## src/rtl/snoop_bus_pkg.sv

```systemverilog
// snoop_bus_pkg: shared widths, bus word field positions, FSM states and arbitration modes
package snoop_bus_pkg;
    localparam int DEF_N_CACHES   = 3;
    localparam int DEF_TAG_W      = 3;
    localparam int DEF_MSG_W      = 3;
    localparam int DEF_DATA_W     = 8;
    localparam int DEF_SNOOP_WAIT = 2;
    localparam int DEF_BUS_W      = DEF_TAG_W + DEF_MSG_W + 1 + DEF_DATA_W;
    localparam int DATA_LSB       = 0;
    localparam int VALID_BIT      = DEF_DATA_W;
    localparam int MSG_LSB        = DEF_DATA_W + 1;
    localparam int TAG_LSB        = MSG_LSB + DEF_MSG_W;
    localparam logic [2:0] S_IDLE  = 3'd0;
    localparam logic [2:0] S_BCAST = 3'd1;
    localparam logic [2:0] S_SNOOP = 3'd2;
    localparam logic [2:0] S_MEM   = 3'd3;
    localparam logic [2:0] S_DONE  = 3'd4;
    localparam int ARB_RR    = 0;
    localparam int ARB_FIXED = 1;
endpackage

```

## src/rtl/snoop_rr_pick.sv

```systemverilog
// snoop_rr_pick: circular first-one finder starting at a given index
module snoop_rr_pick
    import snoop_bus_pkg::*;
#(
    parameter int N  = DEF_N_CACHES,
    parameter int IW = (N > 1) ? $clog2(N) : 1
) (
    input  logic [N-1:0]  vec,
    input  logic [IW-1:0] start,
    output logic          found,
    output logic [IW-1:0] idx
);
    logic [IW-1:0] j;
    always_comb begin
        found = |vec;
        idx = '0;
        j = '0;
        for (int k = N - 1; k >= 0; k--) begin
            j = IW'((int'(start) + k) % N);
            if (vec[j]) idx = j;
        end
    end
endmodule

```

## src/rtl/snoop_bus_ctrl.sv

```systemverilog
// snoop_bus_ctrl: arbitrates caches onto the snoop bus, broadcasts, collects a reply or memory data
module snoop_bus_ctrl
    import snoop_bus_pkg::*;
#(
    parameter int N_CACHES   = DEF_N_CACHES,
    parameter int TAG_W      = DEF_TAG_W,
    parameter int MSG_W      = DEF_MSG_W,
    parameter int DATA_W     = DEF_DATA_W,
    parameter int SNOOP_WAIT = DEF_SNOOP_WAIT,
    parameter int ARB_MODE   = ARB_RR,
    localparam int BUS_W     = TAG_W + MSG_W + 1 + DATA_W
) (
    input  logic                      clk,
    input  logic                      reset,
    input  logic [N_CACHES-1:0]       req,
    input  logic [N_CACHES*BUS_W-1:0] em_word,
    input  logic [N_CACHES*BUS_W-1:0] snoop_word,
    input  logic                      mem_rdy,
    input  logic [DATA_W-1:0]         mem_data,
    output logic [N_CACHES-1:0]       grant,
    output logic [BUS_W-1:0]          bus_out,
    output logic                      snoop_en,
    output logic                      mem_req,
    output logic [N_CACHES-1:0]       done,
    output logic                      busy
);
    localparam int IW = (N_CACHES > 1) ? $clog2(N_CACHES) : 1;
    localparam int CW = $clog2(SNOOP_WAIT + 1);
    localparam logic [CW-1:0] LAST = CW'(SNOOP_WAIT - 1);
    logic [2:0] state;
    logic [IW-1:0] owner, rr_ptr, nxt_owner, req_start, req_idx, rsp_idx;
    logic [BUS_W-1:DATA_W] own_hdr;
    logic [CW-1:0] cnt;
    logic req_found, rsp_found, unused;
    logic [N_CACHES-1:0] rsp_v;
    logic [BUS_W-1:0] em_arr [N_CACHES];
    logic [DATA_W-1:0] sn_data [N_CACHES];
    for (genvar g = 0; g < N_CACHES; g++) begin : g_split
        assign em_arr[g]  = em_word[g*BUS_W +: BUS_W];
        assign sn_data[g] = snoop_word[g*BUS_W +: DATA_W];
        assign rsp_v[g]   = snoop_word[g*BUS_W + DATA_W] && (owner != IW'(g));
    end
    assign unused    = ^snoop_word;
    assign nxt_owner = (owner == IW'(N_CACHES - 1)) ? '0 : owner + 1'b1;
    assign req_start = (ARB_MODE == ARB_RR) ? rr_ptr : '0;
    snoop_rr_pick #(.N(N_CACHES), .IW(IW)) u_req_pick (
        .vec(req), .start(req_start), .found(req_found), .idx(req_idx)
    );
    // responders are searched from the slot after the owner so no cache is favoured
    snoop_rr_pick #(.N(N_CACHES), .IW(IW)) u_rsp_pick (
        .vec(rsp_v), .start(nxt_owner), .found(rsp_found), .idx(rsp_idx)
    );
    always_ff @(posedge clk) begin
        if (reset) begin
            state <= S_IDLE;
            owner <= '0;
            own_hdr <= '0;
            rr_ptr <= '0;
            cnt <= '0;
            grant <= '0;
            bus_out <= '0;
            snoop_en <= 1'b0;
            mem_req <= 1'b0;
            done <= '0;
            busy <= 1'b0;
        end else begin
            case (state)
                S_IDLE: if (req_found) begin
                    state <= S_BCAST;
                    owner <= req_idx;
                    own_hdr <= em_arr[req_idx][BUS_W-1:DATA_W];
                    bus_out <= em_arr[req_idx];
                    grant <= N_CACHES'(1) << req_idx;
                    snoop_en <= 1'b1;
                    busy <= 1'b1;
                end
                S_BCAST: begin
                    state <= S_SNOOP;
                    snoop_en <= 1'b0;
                    cnt <= '0;
                end
                S_SNOOP: if (rsp_found) begin
                    state <= S_DONE;
                    bus_out <= {own_hdr[BUS_W-1:DATA_W+1], 1'b1, sn_data[rsp_idx]};
                    done <= grant;
                end else if (cnt == LAST) begin
                    // a valid owner word means the owner already supplies the data
                    state <= own_hdr[DATA_W] ? S_DONE : S_MEM;
                    mem_req <= ~own_hdr[DATA_W];
                    done <= own_hdr[DATA_W] ? grant : '0;
                end else begin
                    cnt <= cnt + 1'b1;
                end
                S_MEM: if (mem_rdy) begin
                    state <= S_DONE;
                    mem_req <= 1'b0;
                    bus_out <= {own_hdr[BUS_W-1:DATA_W+1], 1'b1, mem_data};
                    done <= grant;
                end
                S_DONE: begin
                    state <= S_IDLE;
                    done <= '0;
                    grant <= '0;
                    bus_out <= '0;
                    busy <= 1'b0;
                    if (ARB_MODE == ARB_RR) rr_ptr <= nxt_owner;
                end
                default: state <= S_IDLE;
            endcase
        end
    end
endmodule

```

## config.mk

```make
export PLATFORM = sky130hd
export DESIGN_NAME = snoop_bus_ctrl
export DESIGN_NICKNAME = d
export VERILOG_FILES = /design/src/rtl/snoop_bus_pkg.sv /design/src/rtl/snoop_rr_pick.sv /design/src/rtl/snoop_bus_ctrl.sv
export SDC_FILE = /design/constraint.sdc
export NUM_CORES = 1
export LEC_CHECK = 0
export ABC_AREA = 1
export BUFFER_PORTS_ARGS = -buffer_cell sky130_fd_sc_hd__clkbuf_2
export CAP_MARGIN = 20
export CORE_MARGIN = 5
export CORE_UTILIZATION = 42
export CTS_CLUSTER_SIZE = 8
export DETAILED_ROUTE_END_ITERATION = 10
export GPL_TIMING_DRIVEN = 0
export PLACE_DENSITY = 0.77
export SLEW_MARGIN = 30
export SYNTH_ARGS = -nofsm -noshare
export SYNTH_HDL_FRONTEND = slang
export SYNTH_SLANG_ARGS = --single-unit
```

## constraint.sdc

```tcl
create_clock -name clk -period 1.72 [get_ports clk]
set_input_delay 0.43 -clock clk [delete_from_list [all_inputs] [get_ports clk]]
set_output_delay 0.43 -clock clk [all_outputs]
set_load 0.02 [all_outputs]
```

==> impl_results.md, run 1 <==
* Critical Path RT at 1.91 ns
* Slew Limit Fails at 0
* Clock sink total at 40
* Seq pwr share at 0.273
* RSZ-0062 raised after global routing: true
* Peak supply drop at between 700 and 800 µV
* Final setup violation count at 22
* Residual DRC count at 0
* Setup slack, reg-to-reg at -0.11 ns
* Count of buffers from port buffering at between 100 and 150
* Synth area leaders: dfxtp_1 (31%), nand2_1 (15%), nand3_1 (15%)
* FP Rows at 28
* Placed Cells incl. Taps at between 600 and 700
* GRT overflow at 0
* Buf/Inv on CP at 4
* Min cycle time layout at around 1.8 ns
* IO Pins at between 100 and 150
* Die Ht at roughly 88 µm
* Total power at 5440 µW
* Power per standard cell area at 1440 nW/µm²
* R2R Path Start: req_start[0]
* Largest area contributor in the netlist: dfxtp_1
* Commonest cells post-synth: nand2_1 (103), nand3_1 (76), a21oi_1 (46)
* Die Wd at approximately 88 µm
* Worst path slowest cell: dfxtp_2
* Cts hold-fix bufs at 0
* Hold Path Origin: done[1]
* Clock Path Buffers at 2
* Hold crit path type: register to register
* Reg2reg end: own_hdr[9]
* First-pass GRT wire length at ~14 mm
* Routed Antenna Nets at 0
* Sw Ratio at 0.487
* Hold Path Cell Cnt at 2
* Top FF cell, synth: dfxtp_1
* Root buf cell: clkbuf_8
* F_max at about 550 MHz
* Die ar. at 7810 µm²
* Status: finished, violations left
* Max cap viols at 0
* Total wire length at 9.46 mm
* Measured slew at the worst slew-check pin at 0.556 ns
* Net Count, Synth at 527
* Fin crit share at 1.06
* Initial Utilization at 0.433
* Pleak at 0.00199 µW
* Post-synthesis sequential area ratio at 0.310
* Most used cell, CP: buf_4
* Vias in the first global route at 3139
* Cell Area, Synth at 2580 µm²
* Placer Congestion at 0.838
* Count leader, synth: nand2_1
* Non-filler cells, final at roughly 620
* Synth Register Bits at 40
* Violated checks: negative setup slack
* Top-area cell type share of the netlist area at 0.310
* WL/cell at approximately 15 µm
* CP Capture Type: register
* N_diodes at 0
* Worst EP arrival at 2.02 ns
* Total Nets Final at between 600 and 700
* Crit-path max cell delay at ~0.34 ns
* Min-Delay Endpoint: done[1]
* Logic pwr share at 0.601
* Clock transition at path regs at 0.08 ns
* Largest net degree at the start of global routing at 12
* EDFF count, synth at 0
* Clk Latency, worst-skew pair at 0.29 ns
* First-pass iteration count of the detailed router at 5
* Switching power at 2650 µW
* Final Worst Setup Slack at -0.108 ns
* Fraction of registers with async set/reset at 0
* GRT Total Usage at 0.229
* Num CTS Buffers at 5
* Cell count after synthesis at 420
* Slew margin rel. at 0.630
* Internal cell power at ~2800 µW
* CP Max Fanout at 6
* Vias/cell at 5.39
* Cell variety after synth at 26
* CTS tree: done
* Core area at 5960 µm²
* CP top delay family: simple AND/OR/NAND/NOR gates
* Htree depth at 2
* DP HPWL at 6.65 mm
* Yosys warns at 0
* Initial antenna violation count at 0
* Max Clock Skew at 0.00590 ns
* Reg2Reg Depth at 13
* CP Launch Type: register
* Critical-path cell list: buf_4 -> ha_4 -> buf_4 -> nand3_2 -> nand2_1 -> nand2_1 -> nand2_2 -> nand2_8 -> buf_4 -> nand3_1 -> nand3_2 -> o21ai_1 -> inv_1
* Drt first-iter violations at 217
* Layout cell share with drive strength beyond 1 at 0.400
* CP Class: register to register
* Routed via count at 3351
* Clock share of power at 0.127
* Area Overhead vs Synth at 46.8%
* Fin. Hold Viols at 0
* Avg Cell Area, Syn at 6.14 µm²
worst max path at each step:
stage | to | cells past startpoint | start
after floorplan | own_hdr[14] | 14 | req_start[0]
after global placement | own_hdr[14] | 11 | req_start[1]
after detailed placement | own_hdr[14] | 11 | req_start[1]
after CTS | own_hdr[14] | 13 | req_start[0]
after global routing | own_hdr[14] | 14 | req_start[0]
final | own_hdr[9] | 13 | req_start[0]
flip-flops by register name, indices dropped and copies added (netlist names):
| register | cells |
|---|---|
| own_hdr | 7 |
| state | 3 |
| cnt | 2 |
| done | 3 |
| owner | 2 |
| grant | 3 |
| snoop_en | 1 |
| bus_out | 15 |
| mem_req | 1 |
| req_start | 2 |
| busy | 1 |
timing repair:
| action | 4_1_cts | 5_1_grt |
|---|---|---|
| cloned | 2 | 1 |
| setup endpoints to repair | 27 | 29 |
| gates resized for setup | 47 | 58 |
| pin swaps | 17 | 25 |
| hold endpoints to repair | 0 | 0 |
| setup buffers | 9 | 1 |
worst reg2reg max path: cells and delay by family, from the launching register on:
family,cells,cell delay (ns)
DFF,1,0.34
and+or+nand+nor,7,0.65
adders and majority gates,1,0.17
AOI/OAI and AO/OA,1,0.16
buffers and inverters,4,0.44
power by group through the flow:
stage	clock network [µW]	registers (µW)	logic [µW]
2_1_floorplan	0	1720	1670
3_3_place_gp	0	1470	2680
3_5_place_dp	0	1480	2740
4_1_cts	683	1470	3020
5_1_grt	720	1510	3570
6_report	689	1480	3270
per-stage QoR:
stage	area (µm²)	setup TNS [ns]	setup slack, ns	util	hold slack (ns)
3_5_place_dp	3230	-2.75	-0.240	0.543	0.462
3_3_place_gp	3230	-1.90	-0.197	0.543	0.455
2_1_floorplan	2590	0	0.0315	-	0.443
6_report	3790	-1.23	-0.108	0.636	0.470
4_1_cts	3610	-0.779	-0.0930	0.607	0.467
5_1_grt	3790	-2.72	-0.157	0.636	0.500
metal layers:
layer,share of wire,track usage
met1,0.41,0.278
met2,0.49,0.415
met3,0.084,0.0410
met4,0.013,0.0577
met5,0,0
logic make-up after synthesis:
kind of cell               after synthesis  synth area share
AOI/OAI and AO/OA                       87             0.173
DFF                                     40             0.310
adders and majority gates                3            0.0146
buffers and inverters                   60             0.101
and+or+nand+nor                        230             0.401
area by class of cell:
class	instances	area, µm²
tap	75	93.8
clock buffer	7	96.3
inverter	44	188
timing repair buffer	121	681
multi-input combinational	320	1810
buffer	15	113
fill	530	2170
sequential	40	808
cells in the final DEF (no fill, tap or decap), types with 3 or more instances in the layout:
master	instances
a21oi_1	39
a21oi_2	7
buf_2	3
buf_4	8
buf_6	6
clkbuf_1	4
clkbuf_2	111
clkbuf_8	7
dfxtp_1	36
dfxtp_2	3
inv_1	36
inv_2	4
nand2_1	89
nand2_2	15
nand2_4	5
nand3_1	53
nand3_2	24
nand3_4	3
nor2_1	29
nor2_2	4
o21ai_0	25
o21ai_1	11
(Power assumes the default switching activity.)
==> run 2, diff against run 1 <==
--- a/config.mk
+++ b/config.mk
@@ -5,14 +5,14 @@
 export SDC_FILE = /design/constraint.sdc
 export NUM_CORES = 1
 export LEC_CHECK = 0
-export ABC_AREA = 1
 export BUFFER_PORTS_ARGS = -buffer_cell sky130_fd_sc_hd__clkbuf_2
 export CAP_MARGIN = 20
-export CORE_MARGIN = 5
+export CORE_MARGIN = 2
 export CORE_UTILIZATION = 42
 export CTS_CLUSTER_SIZE = 8
 export DETAILED_ROUTE_END_ITERATION = 10
 export GPL_TIMING_DRIVEN = 0
+export MAX_ROUTING_LAYER = met4
 export PLACE_DENSITY = 0.77
 export SLEW_MARGIN = 30
 export SYNTH_ARGS = -nofsm -noshare
==> run 2 against run 1 <==
The flow still finishes with violations (negative setup slack). Clock power grew 18%. Clock skew rose by 0.0051 ns. Via count down 8.3%. Critical path depth decreased by 6. Synthesized cell count decreased by 25%. Wire length is 5.6% lower. Critical path type unchanged.
==> impl_results.md, run 2 <==
* Hold crit path type: input pin to register
* Count of buffers from port buffering at 108 (-0.92%)
* Die ar. at 6770 µm² (-13%)
* Total power at 4550 µW (-16%)
* N_diodes at 0 (unchanged)
* GRT Total Usage at 0.268 (+0.0394)
* First-pass iteration count of the detailed router at 4 (-1)
* Avg Cell Area, Syn at 8.20 µm² (+33%)
* Setup slack, reg-to-reg at -0.17 ns (-0.07 ns)
* Fill count at 501 (-5.5%)
* Root buf cell: clkbuf_8
* Layout cell share with drive strength beyond 1 at 0.492 (+0.0918)
* GRT overflow at 0 (unchanged)
* Hold Path Cell Cnt at 3 (+1)
* Power per standard cell area at 1200 nW/µm² (-16%)
* Total Nets Final at 551 (-16%)
* Worst path slowest cell: dfxtp_2
* Num CTS Buffers at 5 (unchanged)
* Internal cell power at 2570 µW (-7.9%)
* Buf/Inv on CP at 1 (-3)
* Reg2Reg Depth at 7 (-6)
* Largest Register: bus_out
* Critical Path RT at 1.89 ns (-0.02 ns)
* Hold Path Origin: em_word[11]
* Htree depth at 2 (unchanged)
* Die Ht at 82.3 µm (-6.9%)
* Seq pwr share at 0.290 (+0.017)
* CP Class: register to register
* EDFF count, synth at 0 (unchanged)
* Clock share of power at 0.179 (+0.052)
* Reg2reg end: own_hdr[8]
* Commonest cells post-synth: dfxtp_1 (40), nor2_1 (29), o21ai_0 (24)
* Core area at 5920 µm² (-0.59%)
* CP Capture Type: register
* Synth Register Bits at 40 (unchanged)
* Cts hold-fix bufs at 0 (unchanged)
* FP Rows at 28 (unchanged)
* Placed Cells incl. Taps at 497 (-18%)
* Drt first-iter violations at 186 (-14%)
* CP Max Fanout at 8 (+2)
* Fin. Hold Viols at 0 (unchanged)
* Max Clock Skew at 0.0110 ns (+0.00507 ns)
* Slew margin rel. at 0.611 (-0.0191)
* Peak supply drop at 686 µV (-13%)
* IO Pins at 128 (unchanged)
* Post-synthesis sequential area ratio at 0.311 (+0.000754)
* Commonest non-fill, non-tap cell in the layout: clkbuf_2
* CP Launch Type: register
* Logic pwr share at 0.531 (-0.070)
* Worst EP arrival at 2.06 ns (+0.04 ns)
* Top Registers: bus_out x15, own_hdr x7
* Min-Delay Endpoint: own_hdr[11]
* CP top delay family: compound AO/OA/AOI/OAI gates
* Register area at 810 µm² (+0.15%)
* Final setup violation count at 25 (+14%)
* Max cap viols at 0 (unchanged)
* Setup crit start: req_start[0]
* F_max at 528 MHz (-3.5%)
* Slew Limit Fails at 0 (unchanged)
* Area Overhead vs Synth at 47.5%
* Final Worst Setup Slack at -0.174 ns (-0.0661 ns)
* Count leader, synth: dfxtp_1
* Fin crit share at 1.10 (+0.0384)
* Vias/cell at 5.91 (+9.7%)
* Cell count after synthesis at 314 (-25%)
* Cell Area, Synth at 2570 µm² (-0.24%)
* Clock sink total at 40 (unchanged)
* Hold_ws at 0.385 ns (-0.0849 ns)
* WL/cell at 17.2 µm (+13%)
* Min cycle time layout at 1.89 ns (+0.0661 ns)
* Area of the multi-input gates at 1920 µm² (+6.0%)
* Net Count, Synth at 421 (-20%)
* DP HPWL at 6.50 mm (-2.3%)
* Max reg flops at 15 (unchanged)
* Total wire length at 8.93 mm (-5.6%)
* Yosys warns at 0 (unchanged)
* R2R Path Start: req_start[0]
* Routed via count at 3072 (-8.3%)
* Largest area contributor in the netlist: dfxtp_1
* Switching power at 1980 µW (-25%)
* Sw Ratio at 0.435 (-0.0518)
* Commonest cells after routing, fill and taps aside: clkbuf_2 (112), dfxtp_1 (37), nor2_1 (26)
* Top FF cell, synth: dfxtp_1
* Synth area leaders: dfxtp_1 (31%), a221oi_1 (7.1%), o21ai_0 (4.7%)
* Critical-path cell list: inv_2 -> ha_4 -> nor2b_4 -> o32a_1 -> nand2_2 -> a221oi_4 -> a211oi_1
* Residual DRC count at 0 (unchanged)
* Crit-path max cell delay at 0.36 ns (+0.02 ns)
* Violated checks: negative setup slack
* Routed Antenna Nets at 0 (unchanged)
* Placer Congestion at 0.940 (+12%)
* Top-area cell type share of the netlist area at 0.311 (+0.000754)
* RSZ-0062 raised after global routing: true
* Vias in the first global route at 2833 (-9.7%)
* Cell variety after synth at 59 (+130%)
* Non-filler cells, final at 520 (-16%)
* Clock transition at path regs at 0.09 ns (about the same)
* CTS tree: done
* First-pass GRT wire length at 13.5 mm (-6.0%)
* Status: finished, violations left
* Die Wd at 82.3 µm (-6.9%)
* Clock Path Buffers at 2 (unchanged)
* Measured slew at the worst slew-check pin at 0.584 ns (+0.0286 ns)
* Initial antenna violation count at 0 (unchanged)
* Largest net degree at the start of global routing at 15 (+3)
* Clk Latency, worst-skew pair at 0.30 ns (about the same)
* Pleak at 0.00159 µW (-20%)
* Fraction of registers with async set/reset at 0 (unchanged)
* Initial Utilization at 0.435 (+0.00151)
* Post-Place Worst Slack at -0.482 ns (-0.243 ns)
run 2: changes by cell type in the layout (fill, tap and decap cells not counted), moves of 7 or more:
cell,previous run,this run
a211oi_1,1,10
a21oi_1,39,6
a221oi_2,0,20
a22oi_1,0,9
a311oi_1,0,7
a31oi_1,1,8
inv_1,36,10
nand2_1,89,18
nand2_2,15,5
nand3_1,53,19
nand3_2,24,0
o21a_1,0,8
o21ai_1,11,0
o21bai_1,0,8
run 2: routing by layer:
metal,part of all wire,track usage,up-vias,wire [µm]
met5,0,-,-,0
met4,0.012,0.0833,0,109
met3,0.068,0.0424,17,611
met2,0.50,0.452,109,4430
met1,0.42,0.328,1466,3780
li1,-,-,1480,-
run 2: worst max path at each step:
| stage | slack [ns] | end | cells after the start |
|---|---|---|---|
| floorplan | -0.05 | bus_out[12] | 8 |
| global placement | -0.44 | bus_out[13] | 6 |
| detailed placement | -0.48 | bus_out[13] | 6 |
| CTS | -0.16 | own_hdr[8] | 7 |
| global route | -0.26 | bus_out[1] | 8 |
| finish | -0.17 | own_hdr[8] | 7 |
run 2: repair_timing:
action	4_1_cts	5_1_grt
resized for setup	40	28
setup buffers	9	7
endpoints found under the setup margin	32	37
gates cloned	0	1
pin swaps	18	13
run 2: per-stage QoR:
stage           util  TNS (ns)  area, µm²
2_1_floorplan      -    -0.193       2680
3_3_place_gp   0.559     -8.26       3310
3_5_place_dp   0.559     -8.61       3310
4_1_cts        0.622     -3.06       3680
5_1_grt        0.641     -5.27       3800
6_report       0.641     -3.23       3800
run 2: cells by family (layout without fill, tap and decap cells):
kind of cell    count (synthesis)  after routing  synth area share
xor+xnor                        1              1           0.00340
flops                          40             40             0.311
buf+inv                        33            164            0.0647
mux                             2              2           0.00826
compound gates                131            131             0.389
fa+ha+maj                       3              3            0.0146
simple gates                  104            104             0.209
run 2: worst reg2reg max path, cell delays in order, from the launching register on:
cell	delay, ns
dfxtp_2	0.36
inv_2	0.05
ha_4	0.28
nor2b_4	0.19
o32a_1	0.25
nand2_2	0.18
a221oi_4	0.34
a211oi_1	0.12
run 2: power by group through the flow:
stage | sequential (µW) | clock (µW) | combinational (µW)
3_3_place_gp | 1320 | 0 | 2030
4_1_cts | 1300 | 814 | 2310
5_1_grt | 1350 | 869 | 2610
6_report | 1320 | 814 | 2420
2_1_floorplan | 1500 | 0 | 1260
3_5_place_dp | 1320 | 0 | 2050
run 2: cell type report:
type,instances,area share
multi-input combinational,241,0.505
buffer,21,0.0389
timing repair buffer,124,0.177
clock buffer,5,0.0181
clock inverter,3,0.0122
inverter,11,0.0109
sequential,40,0.213
tap,75,0.0247
==> run 3, diff against run 2 <==
--- a/config.mk
+++ b/config.mk
@@ -14,6 +14,7 @@
 export GPL_TIMING_DRIVEN = 0
 export MAX_ROUTING_LAYER = met4
 export PLACE_DENSITY = 0.77
+export RECOVER_POWER = 50
 export SLEW_MARGIN = 30
 export SYNTH_ARGS = -nofsm -noshare
 export SYNTH_HDL_FRONTEND = slang
==> run 3 against run 2 <==
The flow still finishes with violations (negative setup slack). Global-route usage is the same. Die area did not move. Final cell count is the same. Clock power fell by 0.7%. Worst setup slack lost 0.035 ns. Core utilization is 0.36 points lower. Fmax decreased by 1.8%. Cell area fell by 0.56%. Via count increased by 0.62%. Critical endpoint is now bus_out[12]. Largest power group unchanged.
==> impl_results.md, run 3 (synthesis results as in run 2) <==
* Max cap viols at 0 (unchanged)
* Die Ht at 82.3 µm (unchanged)
* Max reg flops at 15 (unchanged)
* Top Registers: bus_out x15, own_hdr x7
* First-pass GRT wire length at 13.5 mm (unchanged)
* Initial Utilization at 0.435 (unchanged)
* Final setup violation count at 25 (unchanged)
* Largest net degree at the start of global routing at 15 (unchanged)
* Largest Register: bus_out
* GRT Total Usage at 0.268 (unchanged)
* Worst EP arrival at 2.13 ns (+0.07 ns)
* Drt first-iter violations at 177 (-4.8%)
* Root buf cell: clkbuf_8
* CP Max Fanout at 10 (+2)
* Pleak at 0.00153 µW (-3.5%)
* First-pass iteration count of the detailed router at 5 (+1)
* Max Clock Skew at 0.00877 ns (-0.00220 ns)
* Hold_ws at 0.394 ns (+0.00870 ns)
* Routed via count at 3091 (+0.62%)
* GRT overflow at 0 (unchanged)
* CP Class: register to register
* Commonest cells after routing, fill and taps aside: clkbuf_2 (95), dfxtp_1 (37), nor2_1 (26)
* Clock sink total at 40 (unchanged)
* Layout cell share with drive strength beyond 1 at 0.454 (-0.0382)
* Residual DRC count at 0 (unchanged)
* Count of buffers from port buffering at 108 (unchanged)
* CP Launch Type: register
* DP HPWL at 6.50 mm (unchanged)
* Num CTS Buffers at 5 (unchanged)
* Hold crit path type: input pin to register
* IO Pins at 128 (unchanged)
* Post-Place Worst Slack at -0.482 ns (unchanged)
* Peak supply drop at 684 µV (-0.22%)
* WL/cell at 17.2 µm (+0.37%)
* N_diodes at 0 (unchanged)
* Final Worst Setup Slack at -0.209 ns (-0.0349 ns)
* Slew Limit Fails at 0 (unchanged)
* Clock transition at path regs at 0.09 ns (about the same)
* Clk Latency, worst-skew pair at 0.30 ns (about the same)
* Fin util at 0.638 (-0.00359)
* Status: finished, violations left
* RSZ-0062 raised after global routing: true
* Power per standard cell area at 1200 nW/µm² (about the same)
* Vias/cell at 5.94 (+0.62%)
* Clock Path Buffers at 2 (unchanged)
* Measured slew at the worst slew-check pin at 0.576 ns (-0.00822 ns)
* CTS tree: done
* Final TNS setup at -3.34 ns (-0.114 ns)
* Vias in the first global route at 2833 (unchanged)
* Routed Antenna Nets at 0 (unchanged)
* Fin crit share at 1.12 (+0.0203)
* Htree depth at 2 (unchanged)
* CP Capture Type: register
* Total Nets Final at 551 (unchanged)
* Area Overhead vs Synth at 46.7%
* Commonest non-fill, non-tap cell in the layout: clkbuf_2
* Core area at 5920 µm² (unchanged)
* F_max at 519 MHz (-1.8%)
* Die ar. at 6770 µm² (unchanged)
* Total wire length at 8.96 mm (+0.37%)
* Min cycle time layout at 1.93 ns (+0.0349 ns)
* Fin. Hold Viols at 0 (unchanged)
* Critical Path RT at 1.92 ns (+0.03 ns)
* Violated checks: negative setup slack
* FP Rows at 28 (unchanged)
* Placer Congestion at 0.940 (unchanged)
* Die Wd at 82.3 µm (unchanged)
* Initial antenna violation count at 0 (unchanged)
* Slew margin rel. at 0.616 (+0.00548)
## run 3: changes by cell type in the layout (fill, tap and decap cells not counted)
cell	change
clkbuf_1	+17
clkbuf_2	-17
## run 3: power breakdown
part / switching [µW] / total, µW / internal, µW
clock network: 370 / 808 / 438
logic: 1460 / 2400 / 934
registers: 148 / 1320 / 1170
## run 3: path summary, 6_finish.rpt
check             slack, ns           to    startpoint  cells after the start
setup / recovery      -0.21  bus_out[12]  req_start[0]                      8
hold / removal         0.39   own_hdr[9]    em_word[9]                      3
setup reg to reg      -0.21  bus_out[12]  req_start[0]                      8
hold reg to reg        0.50      done[0]      grant[0]                      2
## run 3: final cells by class
type                       instances  area [µm²]
fill                             511        2150
multi-input combinational        241        1920
sequential                        40         810
timing repair buffer             124         651
buffer                            21         148
tap                               75        93.8
clock buffer                       5        68.8
clock inverter                     3        46.3
inverter                          11        41.3
## run 3: what timing repair did
item,CTS,global route
endpoints found under the setup margin,32,37
pin swaps,18,13
gates resized for setup,40,28
setup buffers,9,7
gates cloned,0,1
hold buffers,0,0
## run 3: per-stage QoR
stage                     total power [µW]  cell area [µm²]  instances
final                                 4520             3770        520
after detailed placement              3380             3310        497
after CTS                             4430             3680        514
after floorplan                       2760             2680        314
after global placement                3340             3310        497
after global routing                  4800             3770        520
## run 3: critical path, cell delays in order, from the launching register on
cell and delay (ns):
dfxtp_2 0.36, inv_2 0.05, ha_4 0.22, nand2b_4 0.15
o32a_1 0.35, a21oi_4 0.18, buf_8 0.18, a221oi_2 0.07
a311oi_1 0.27
## run 3: layer usage
metal	vias to the layer above	share of wire	GRT usage
met5	-	0	-
met4	0	0.011	0.0833
met3	16	0.059	0.0424
met2	120	0.50	0.452
met1	1471	0.43	0.328
li1	1484	-	-
